--- src/rtl/seq_det_pkg.sv ---
// seq_det_pkg: shared state encoding, default configuration and width helper for seq_detector_param
// Contents: state_t (S_FILL/S_HUNT), DEF_* defaults, len_w() = bits needed to hold 0..max_len
package seq_det_pkg;
  typedef enum logic {S_FILL = 1'b0, S_HUNT = 1'b1} state_t;
  localparam int DEF_MAX_LEN = 8;
  localparam logic [7:0] DEF_PATTERN_C = 8'h0D;
  localparam int DEF_LEN_C = 4;
  localparam bit DEF_OVERLAP_C = 1'b1;
`ifdef SEQDET_COUNT_EN
  localparam int DEF_CNT_W = 8;
`endif
  function automatic int len_w(input int max_len);
    return $clog2(max_len + 1);
  endfunction
endpackage

--- src/rtl/seq_hist_shreg.sv ---
// seq_hist_shreg: W-bit history shift register, newest bit enters at bit 0
// Ports: clk, rst (sync active-low), clr (sync clear), en (shift enable), d (new bit), q (history)
module seq_hist_shreg #(
  parameter int W = 8
) (
  input  logic         clk,
  input  logic         rst,
  input  logic         clr,
  input  logic         en,
  input  logic         d,
  output logic [W-1:0] q
);
  always_ff @(posedge clk)
    if (!rst || clr) q <= '0;
    else if (en) q <= {q[W-2:0], d};
endmodule

--- src/rtl/seq_detector_param.sv ---
// seq_detector_param: runtime-programmable serial pattern detector with registered 1-cycle match pulse
// Ports: clk, rst (sync active-low), in_valid/in_bit (serial input), cfg_load/cfg_pattern/cfg_len/cfg_overlap
//   (runtime config), out (match pulse), cfg_err (rejected config pulse),
//   match_count (saturating match counter, present only when SEQDET_COUNT_EN is defined)
module seq_detector_param
  import seq_det_pkg::*;
#(
  parameter int MAX_LEN = DEF_MAX_LEN,
  parameter logic [MAX_LEN-1:0] DEF_PATTERN = MAX_LEN'(DEF_PATTERN_C),
  parameter int DEF_LEN = DEF_LEN_C,
  parameter bit DEF_OVERLAP = DEF_OVERLAP_C,
`ifdef SEQDET_COUNT_EN
  parameter int CNT_W = DEF_CNT_W,
`endif
  localparam int LEN_W = len_w(MAX_LEN)
) (
  input  logic               clk,
  input  logic               rst,
  input  logic               in_valid,
  input  logic               in_bit,
  input  logic               cfg_load,
  input  logic [MAX_LEN-1:0] cfg_pattern,
  input  logic [LEN_W-1:0]   cfg_len,
  input  logic               cfg_overlap,
  output logic               out,
`ifdef SEQDET_COUNT_EN
  output logic [CNT_W-1:0]   match_count,
`endif
  output logic               cfg_err
);
  logic [MAX_LEN-1:0] pat, hist, hist_next, mask;
  logic [LEN_W-1:0] len, fill, fill_inc, fill_next;
  logic ovl, cfg_ok, shift, hit, err_d;
  state_t state, state_next;
  seq_hist_shreg #(.W(MAX_LEN)) u_hist (
    .clk(clk),
    .rst(rst),
    .clr(cfg_load && cfg_ok),
    .en(shift),
    .d(in_bit),
    .q(hist)
  );
  always_ff @(posedge clk)
    if (!rst) begin
      state <= S_FILL;
      fill <= '0;
    end else begin
      state <= state_next;
      fill <= fill_next;
    end
  // cfg_load takes the edge even when rejected, so the coincident in_bit is dropped
  always_comb begin
    cfg_ok = cfg_len != '0 && cfg_len <= LEN_W'(MAX_LEN);
    shift = in_valid && !cfg_load;
    fill_inc = state == S_HUNT ? len : fill + LEN_W'(1);
    fill_next = cfg_load ? (cfg_ok ? '0 : fill) : !shift ? fill : (hit && !ovl) ? '0 : fill_inc;
    state_next = (cfg_load || shift) ? (fill_next == len ? S_HUNT : S_FILL) : state;
  end
  // mask keeps only the low len bits so unused pattern bits never take part in the compare
  always_comb begin
    hist_next = {hist[MAX_LEN-2:0], in_bit};
    mask = ~({MAX_LEN{1'b1}} << len);
    hit = shift && fill_inc == len && ((hist_next ^ pat) & mask) == '0;
    err_d = cfg_load && !cfg_ok;
  end
  always_ff @(posedge clk)
    if (!rst) begin
      pat <= DEF_PATTERN;
      len <= LEN_W'(DEF_LEN);
      ovl <= DEF_OVERLAP;
    end else if (cfg_load && cfg_ok) begin
      pat <= cfg_pattern;
      len <= cfg_len;
      ovl <= cfg_overlap;
    end
  always_ff @(posedge clk)
    if (!rst) begin
      out <= 1'b0;
      cfg_err <= 1'b0;
    end else begin
      out <= hit;
      cfg_err <= err_d;
    end
`ifdef SEQDET_COUNT_EN
  always_ff @(posedge clk)
    if (!rst || (cfg_load && cfg_ok)) match_count <= '0;
    else if (hit && match_count != '1) match_count <= match_count + CNT_W'(1);
`endif
endmodule

--- config.mk ---
export PLATFORM = sky130hd
export DESIGN_NAME = seq_detector_param
export DESIGN_NICKNAME = d
export VERILOG_FILES = /design/src/rtl/seq_det_pkg.sv /design/src/rtl/seq_hist_shreg.sv /design/src/rtl/seq_detector_param.sv
export SDC_FILE = /design/constraint.sdc
export NUM_CORES = 1
export LEC_CHECK = 0
export BUFFER_PORTS_ARGS = -buffer_cell sky130_fd_sc_hd__buf_4
export CORE_MARGIN = 2
export CORE_UTILIZATION = 55
export CTS_CLUSTER_DIAMETER = 80
export DETAILED_ROUTE_END_ITERATION = 10
export MAX_ROUTING_LAYER = met4
export PLACE_DENSITY_LB_ADDON = 0.1
export SLEW_MARGIN = 0
export SYNTH_ARGS = -nofsm -noshare
export SYNTH_HDL_FRONTEND = slang
export SYNTH_HIERARCHICAL = 1
export SYNTH_SLANG_ARGS = --single-unit
--- constraint.sdc ---
create_clock -name clk -period 3.05 [get_ports clk]
set_clock_uncertainty 0.2 [all_clocks]
set_input_delay 0 -clock clk [delete_from_list [all_inputs] [get_ports clk]]
set_output_delay 0 -clock clk [all_outputs]
set_load 0.005 [all_outputs]
==> results of run 1 <==
-- cells in the final DEF (no fill, tap or decap), drive strengths merged, types with 7 or more instances in the layout --
master / count
buf: 20
mux2i: 7
a21boi: 11
dlygate4sd3: 34
o21ai: 7
a21oi: 8
nor2: 12
inv: 7
nand3: 8
dfxtp: 27
nand2: 33
-- through the flow --
stage | hold slack [ps] | utilization | power, mW | cells | instance area [sq um]
5_1_grt | 357 | 0.753 | 0.721 | 265 | 2060
3_3_place_gp | 8.16 | 0.617 | 0.502 | 227 | 1690
3_5_place_dp | 15.0 | 0.617 | 0.505 | 227 | 1690
4_1_cts | 339 | 0.751 | 0.689 | 265 | 2050
6_report | 336 | 0.753 | 0.692 | 265 | 2060
2_1_floorplan | -86.2 | - | 0.468 | 189 | 1580
-- worst min-delay path by stage --
stage                         startpoint     endpoint  slack [ps]
after floorplan                 cfg_load      cfg_err         -90
after global placement    cfg_pattern[0]       pat[0]           8
after detailed placement  cfg_pattern[3]       pat[3]          10
after CTS                    u_hist/q[6]  u_hist/q[6]         340
after global routing             fill[1]      fill[1]         360
final                        u_hist/q[6]  u_hist/q[6]         340
-- power by group through the flow --
stage	Sequential, mW	Combinational (mW)	Clock (mW)
final	0.386	0.151	0.155
after CTS	0.384	0.146	0.158
after global placement	0.391	0.110	0
after detailed placement	0.392	0.113	0
after floorplan	0.380	0.0877	0
after global routing	0.387	0.165	0.169
-- per-layer routing --
metal | global-route usage | wire (um) | vias up
met5 | - | 0 | -
met4 | 0.0831 | 80 | 0
met3 | 0.0340 | 200 | 11
met2 | 0.471 | 2030 | 56
met1 | 0.336 | 1800 | 722
li1 | - | - | 758
-- layout make-up --
| type | instances | area, sq um |
|---|---|---|
| clock buffers | 4 | 26.3 |
| inverters | 7 | 26.3 |
| well taps | 31 | 38.8 |
| multi-input cells | 142 | 937 |
| repair buffers | 54 | 490 |
| flip-flops and latches | 27 | 541 |
| fillers | 213 | 674 |
-- what timing repair did --
item | 4_1_cts | 5_1_grt
hold buffers | 34 | 0
setup endpoints to repair | 0 | 2
resized for setup | 0 | 1
endpoints found under the hold margin | 24 | 0
-- state kept, by name, indices dropped and copies added, names as in the netlist --
name / cells
fill: 4
state: 1
len: 4
cfg_err: 1
out: 1
u_hist/q: 7
pat: 8
ovl: 1
-- critical path, delay by kind of cell --
family                 cells  cell delay, ps
AND/OR/NAND/NOR            5            1290
buffers and inverters      5            1650
==> metrics.md, run 1 <==
| Metric | Value |
|---|---|
| Critical Path Sink | `u_hist/q[0]` |
| Avg Cell Area, Syn | `8.33 sq um` |
| CP Cell Sequence | `dlygate4sd3_1, buf_4, or4_4, and2_2, nand2_1, buf_4, inv_1, nand2b_1, nor2_1, dlygate4sd3_1` |
| Final setup fails | `0` |
| Max Clk Rate | `348 MHz` |
| Drt pass-1 iters | `4` |
| Required @ worst endpoint | `3130 ps` |
| Antenna viol nets, final | `0` |
| PD cells | `336 nW/um^2` |
| Die Wd | `57.5 um` |
| Worst slack at placement | `569 ps` |
| Netlist Area Pre-Place | `1580 sq um` |
| Setup TNS | `0 ps` |
| P_int | `0.499 mW` |
| Sequential share of power | `0.557` |
| FF-to-FF Start | `fill[0]` |
| Placer Congestion | `0.876` |
| Antenna cells | `0` |
| DPL Wire Length | `2500 um` |
| Synth warnings | `6` |
| H-tree depth | `1` |
| Post-Syn Nets | `208` |
| Layout cell share with drive strength beyond 1 | `0.158` |
| Hold Vio Cnt, Final | `0` |
| Setup ws final | `175 ps` |
| Mapped Cells | `189` |
| Period utilisation layout | `0.942` |
| CTS tree | `yes` |
| Slowest-stage cell, CP | `or4_4` |
| Starting density of the core | `0.576` |
| Max-Cap Viols | `0` |
| Relative slew slack | `0.607` |
| Final wirelength | `4110 um` |
| Routed WL per cell | `15.5 um` |
| Port Buffers | `19` |
| Final #Nets | `254` |
| Status | `complete, no violations` |
| Root buffer cell | `clkbuf_4` |
| CP startpoint kind | `input pin` |
| Crit end category | `flop` |
| Clock power share | `0.224` |
| Vias per std cell | `5.84` |
| # rows | `19` |
| Initial antenna violation count | `0` |
| Class of the worst hold path | `reg2reg` |
| Largest net degree at the start of global routing | `23` |
| DRT iter0 DRCs | `61` |
| Leakage dissipation | `0.792 nW` |
| Num CTS Buffers | `3` |
| Overall Global Routing Usage | `0.275` |
| Worst R2R Setup Slack | `490 ps` |
| Vias post-DR | `1,547` |
| Core box area | `2730 sq um` |
| First-pass GRT wire length | `6910 um` |
| Net Sw Power | `0.193 mW` |
| RSZ-0062 raised after global routing | `no` |
| Combinational power share | `0.218` |
| Crit path from | `cfg_len[3]` |
| Worst Reg2Reg Path Length in Cells | `7` |
| Sw frac | `0.278` |
| Final Max Slew Viols | `0` |
| Max Fanout on Critical Path | `14` |
| Global route overflow | `0` |
| Total die area | `3310 sq um` |
| Worst slew pin tran | `585 ps` |
| DR DRC count | `0` |
| Max Root-Sink Buffers | `2` |
| Die height | `57.5 um` |
| Reg2reg end | `state` |
| Worst hold stages | `2` |
| WP data arrival | `2950 ps` |
| Crit path largest cell delay | `560 ps` |
| Area Overhead vs Synth | `30.7%` |
| Sink Count | `27` |
| Clock slew at reported path FFs | `140 ps` |
| Vias in the first global route | `1,529` |
| Clock latency on the worst-skew pair | `320 ps` |
| Max VDD drop | `0.000301 V` |
| Postcts setup bufs | `0` |
| Minimum clock period | `2870 ps` |
| Crit path kind | `in2reg` |
| IO Pins | `20` |
(Power assumes the default switching activity.)
==> inputs of run 2 (changes only) <==
ABC_AREA = 1   (was unset)
CORE_MARGIN = 8   (was 2)
==> run 2 against run 1 <==
Non-clock buffer count up 2. Cell count up 18%. First-iteration DRC count is 130% higher. Worst hold slack got worse by 50 ps. Die area rose by 36%. Power grew 6.2%. Register-to-register slack worse by 270 ps. Critical path type is now reg2reg. Critical endpoint is now state.
==> metrics.md, run 2 <==
| Metric | Value |
|---|---|
| Die Wd | `67.2 um (was 57.5 um)` |
| Placer Congestion | `0.955 (was 0.876)` |
| Vias post-DR | `1,652 (was 1,547)` |
| Required @ worst endpoint | `3150 ps (was 3130 ps)` |
| Largest net degree at the start of global routing | `18 (was 23)` |
| Number of flip-flops under the largest register name | `8 (unchanged)` |
| Class of the worst hold path | `reg2reg (unchanged)` |
| Leading cell type in the layout, fill and taps excluded | `nand2_1 (was dlygate4sd3_1)` |
| RSZ-0062 raised after global routing | `no (unchanged)` |
| CTS tree | `yes (unchanged)` |
| Post_cts resized | `0 (unchanged)` |
| CP startpoint kind | `flop (was input pin)` |
| Area Overhead vs Synth | `38.5% (was 30.7%)` |
| Net Sw Power | `0.226 mW (was 0.193 mW)` |
| Max Fanout on Critical Path | `5 (was 14)` |
| H-tree depth | `1 (unchanged)` |
| Layout cell share with drive strength beyond 1 | `0.120 (was 0.158)` |
| Regs by FF count | `pat: 8 flops, u_hist/q: 7 flops (unchanged)` |
| Routed WL per cell | `13.2 um (was 15.5 um)` |
| Worst slew pin tran | `411 ps (was 585 ps)` |
| Overall Global Routing Usage | `0.200 (was 0.275)` |
| Sw frac | `0.307 (was 0.278)` |
| IO Pins | `20 (unchanged)` |
| Avg Cell Area, Syn | `6.32 sq um (was 8.33 sq um)` |
| Netlist Area Pre-Place | `1440 sq um (was 1580 sq um)` |
| Final setup fails | `0 (unchanged)` |
| Antenna cells | `0 (unchanged)` |
| # rows | `18 (was 19)` |
| Leakage dissipation | `0.909 nW (was 0.792 nW)` |
| Antenna viol nets, final | `0 (unchanged)` |
| PD cells | `368 nW/um^2 (was 336 nW/um^2)` |
| Mapped Cells | `228 (was 189)` |
| Core box area | `2480 sq um (was 2730 sq um)` |
| Final #Nets | `304 (was 254)` |
| Status | `complete, no violations (unchanged)` |
| DPL Wire Length | `2500 um (unchanged)` |
| Vias in the first global route | `1,585 (was 1,529)` |
| P_int | `0.509 mW (was 0.499 mW)` |
| Post-Syn Nets | `247 (was 208)` |
| Hold Vio Cnt, Final | `0 (unchanged)` |
| Most frequent cells in the layout | `87 x nand2_1, 35 x dlygate4sd3_1, 27 x dfxtp_1, 23 x inv_1, 21 x buf_4 (was 34 x dlygate4sd3_1, 32 x nand2_1, 27 x dfxtp_1, 20 x buf_4, 12 x nor2_1)` |
| Max-Cap Viols | `0 (unchanged)` |
| Postcts setup bufs | `0 (unchanged)` |
| Crit path kind | `reg2reg (was in2reg)` |
| Num CTS Buffers | `3 (unchanged)` |
| Die height | `67.2 um (was 57.5 um)` |
| Drt pass-1 iters | `4 (unchanged)` |
| Max Root-Sink Buffers | `2 (unchanged)` |
| DR DRC count | `0 (unchanged)` |
| Final Max Slew Viols | `0 (unchanged)` |
| Clock slew at reported path FFs | `170 ps (was 140 ps)` |
| Final wirelength | `4140 um (was 4110 um)` |
| Pwr Total | `0.735 mW (was 0.692 mW)` |
| DRT iter0 DRCs | `141 (was 61)` |
| Setup TNS | `0 ps (unchanged)` |
| Sink Count | `27 (unchanged)` |
| Global route overflow | `0 (unchanged)` |
| Starting density of the core | `0.582 (was 0.576)` |
| Worst slack at placement | `888 ps (was 569 ps)` |
| Relative slew slack | `0.726 (was 0.607)` |
| Max Clk Rate | `354 MHz (was 348 MHz)` |
| Setup ws final | `222 ps (was 175 ps)` |
| Period utilisation layout | `0.927 (was 0.942)` |
| Initial antenna violation count | `0 (unchanged)` |
| Minimum clock period | `2830 ps (was 2870 ps)` |
| Synth warnings | `6 (unchanged)` |
| Crit end category | `flop (unchanged)` |
| Clock latency on the worst-skew pair | `350 ps (was 320 ps)` |
| Fill cells | `183 (was 213)` |
| Sequential share of power | `0.525 (was 0.557)` |
| Largest Register | `pat (unchanged)` |
| Port Buffers | `19 (unchanged)` |
| Combinational power share | `0.233 (was 0.218)` |
| First-pass GRT wire length | `6870 um (was 6910 um)` |
| Clock power share | `0.242 (was 0.224)` |
| Vias per std cell | `5.26 (was 5.84)` |
| Max VDD drop | `0.000379 V (was 0.000301 V)` |
| WP data arrival | `2920 ps (was 2950 ps)` |
| Total die area | `4510 sq um (was 3310 sq um)` |
| Root buffer cell | `clkbuf_4 (unchanged)` |
-- run 2: path summary, 6_finish.rpt --
check,to,cells past startpoint,startpoint,slack [ps]
worst max-delay path,state,16,fill[0],220
worst max register to register,state,16,fill[0],220
worst min-delay path,pat[4],2,pat[4],290
worst min register to register,pat[4],2,pat[4],290
-- run 2: per-stage QoR --
stage	utilization	instances	hold WS (ps)	area, sq um
floorplan	-	228	-79.3	1440
global placement	0.652	275	15.9	1610
detailed placement	0.652	275	14.1	1610
CTS	0.806	314	283	2000
global route	0.806	314	309	2000
finish	0.806	314	286	2000
-- run 2: final cells by class --
type | instances | area [sq um] | share of cell area
clock inverter | 1 | 8.76 | 0.00439
tap | 30 | 37.5 | 0.0188
timing repair buffer | 56 | 508 | 0.255
sequential | 27 | 541 | 0.271
multi-input combinational | 171 | 781 | 0.391
inverter | 26 | 97.6 | 0.0489
clock buffer | 3 | 22.5 | 0.0113
-- run 2: power groups by stage --
stage	registers [mW]	clock network [mW]	logic, mW
2_1_floorplan	0.388	0	0.0848
4_1_cts	0.385	0.177	0.164
5_1_grt	0.388	0.194	0.189
6_report	0.386	0.178	0.171
3_5_place_dp	0.393	0	0.124
3_3_place_gp	0.392	0	0.123
-- run 2: per-layer routing --
layer,track usage,vias up,part of all wire
met5,-,-,0
met3,0.0364,12,0.057
met4,0.0783,0,0.019
li1,-,837,-
met1,0.227,741,0.45
met2,0.339,62,0.48
-- run 2: worst max-delay path: stages (launching register included) --
cell,delay (ps)
dfxtp_1,390
ha_1,310
inv_1,50
nand3_1,70
nand2_1,50
nor2_1,90
nand3_1,100
nor2_2,160
nand3_2,140
nand3b_1,160
nand2_1,70
nand2_1,60
nand2_1,60
nor2_1,130
nand2_1,90
a21oi_2,110
dlygate4sd3_1,570
-- run 2: timing repair --
action	4_1_cts	5_1_grt
hold endpoints to repair	27	0
hold buffers	35	0
endpoints found under the setup margin	0	0
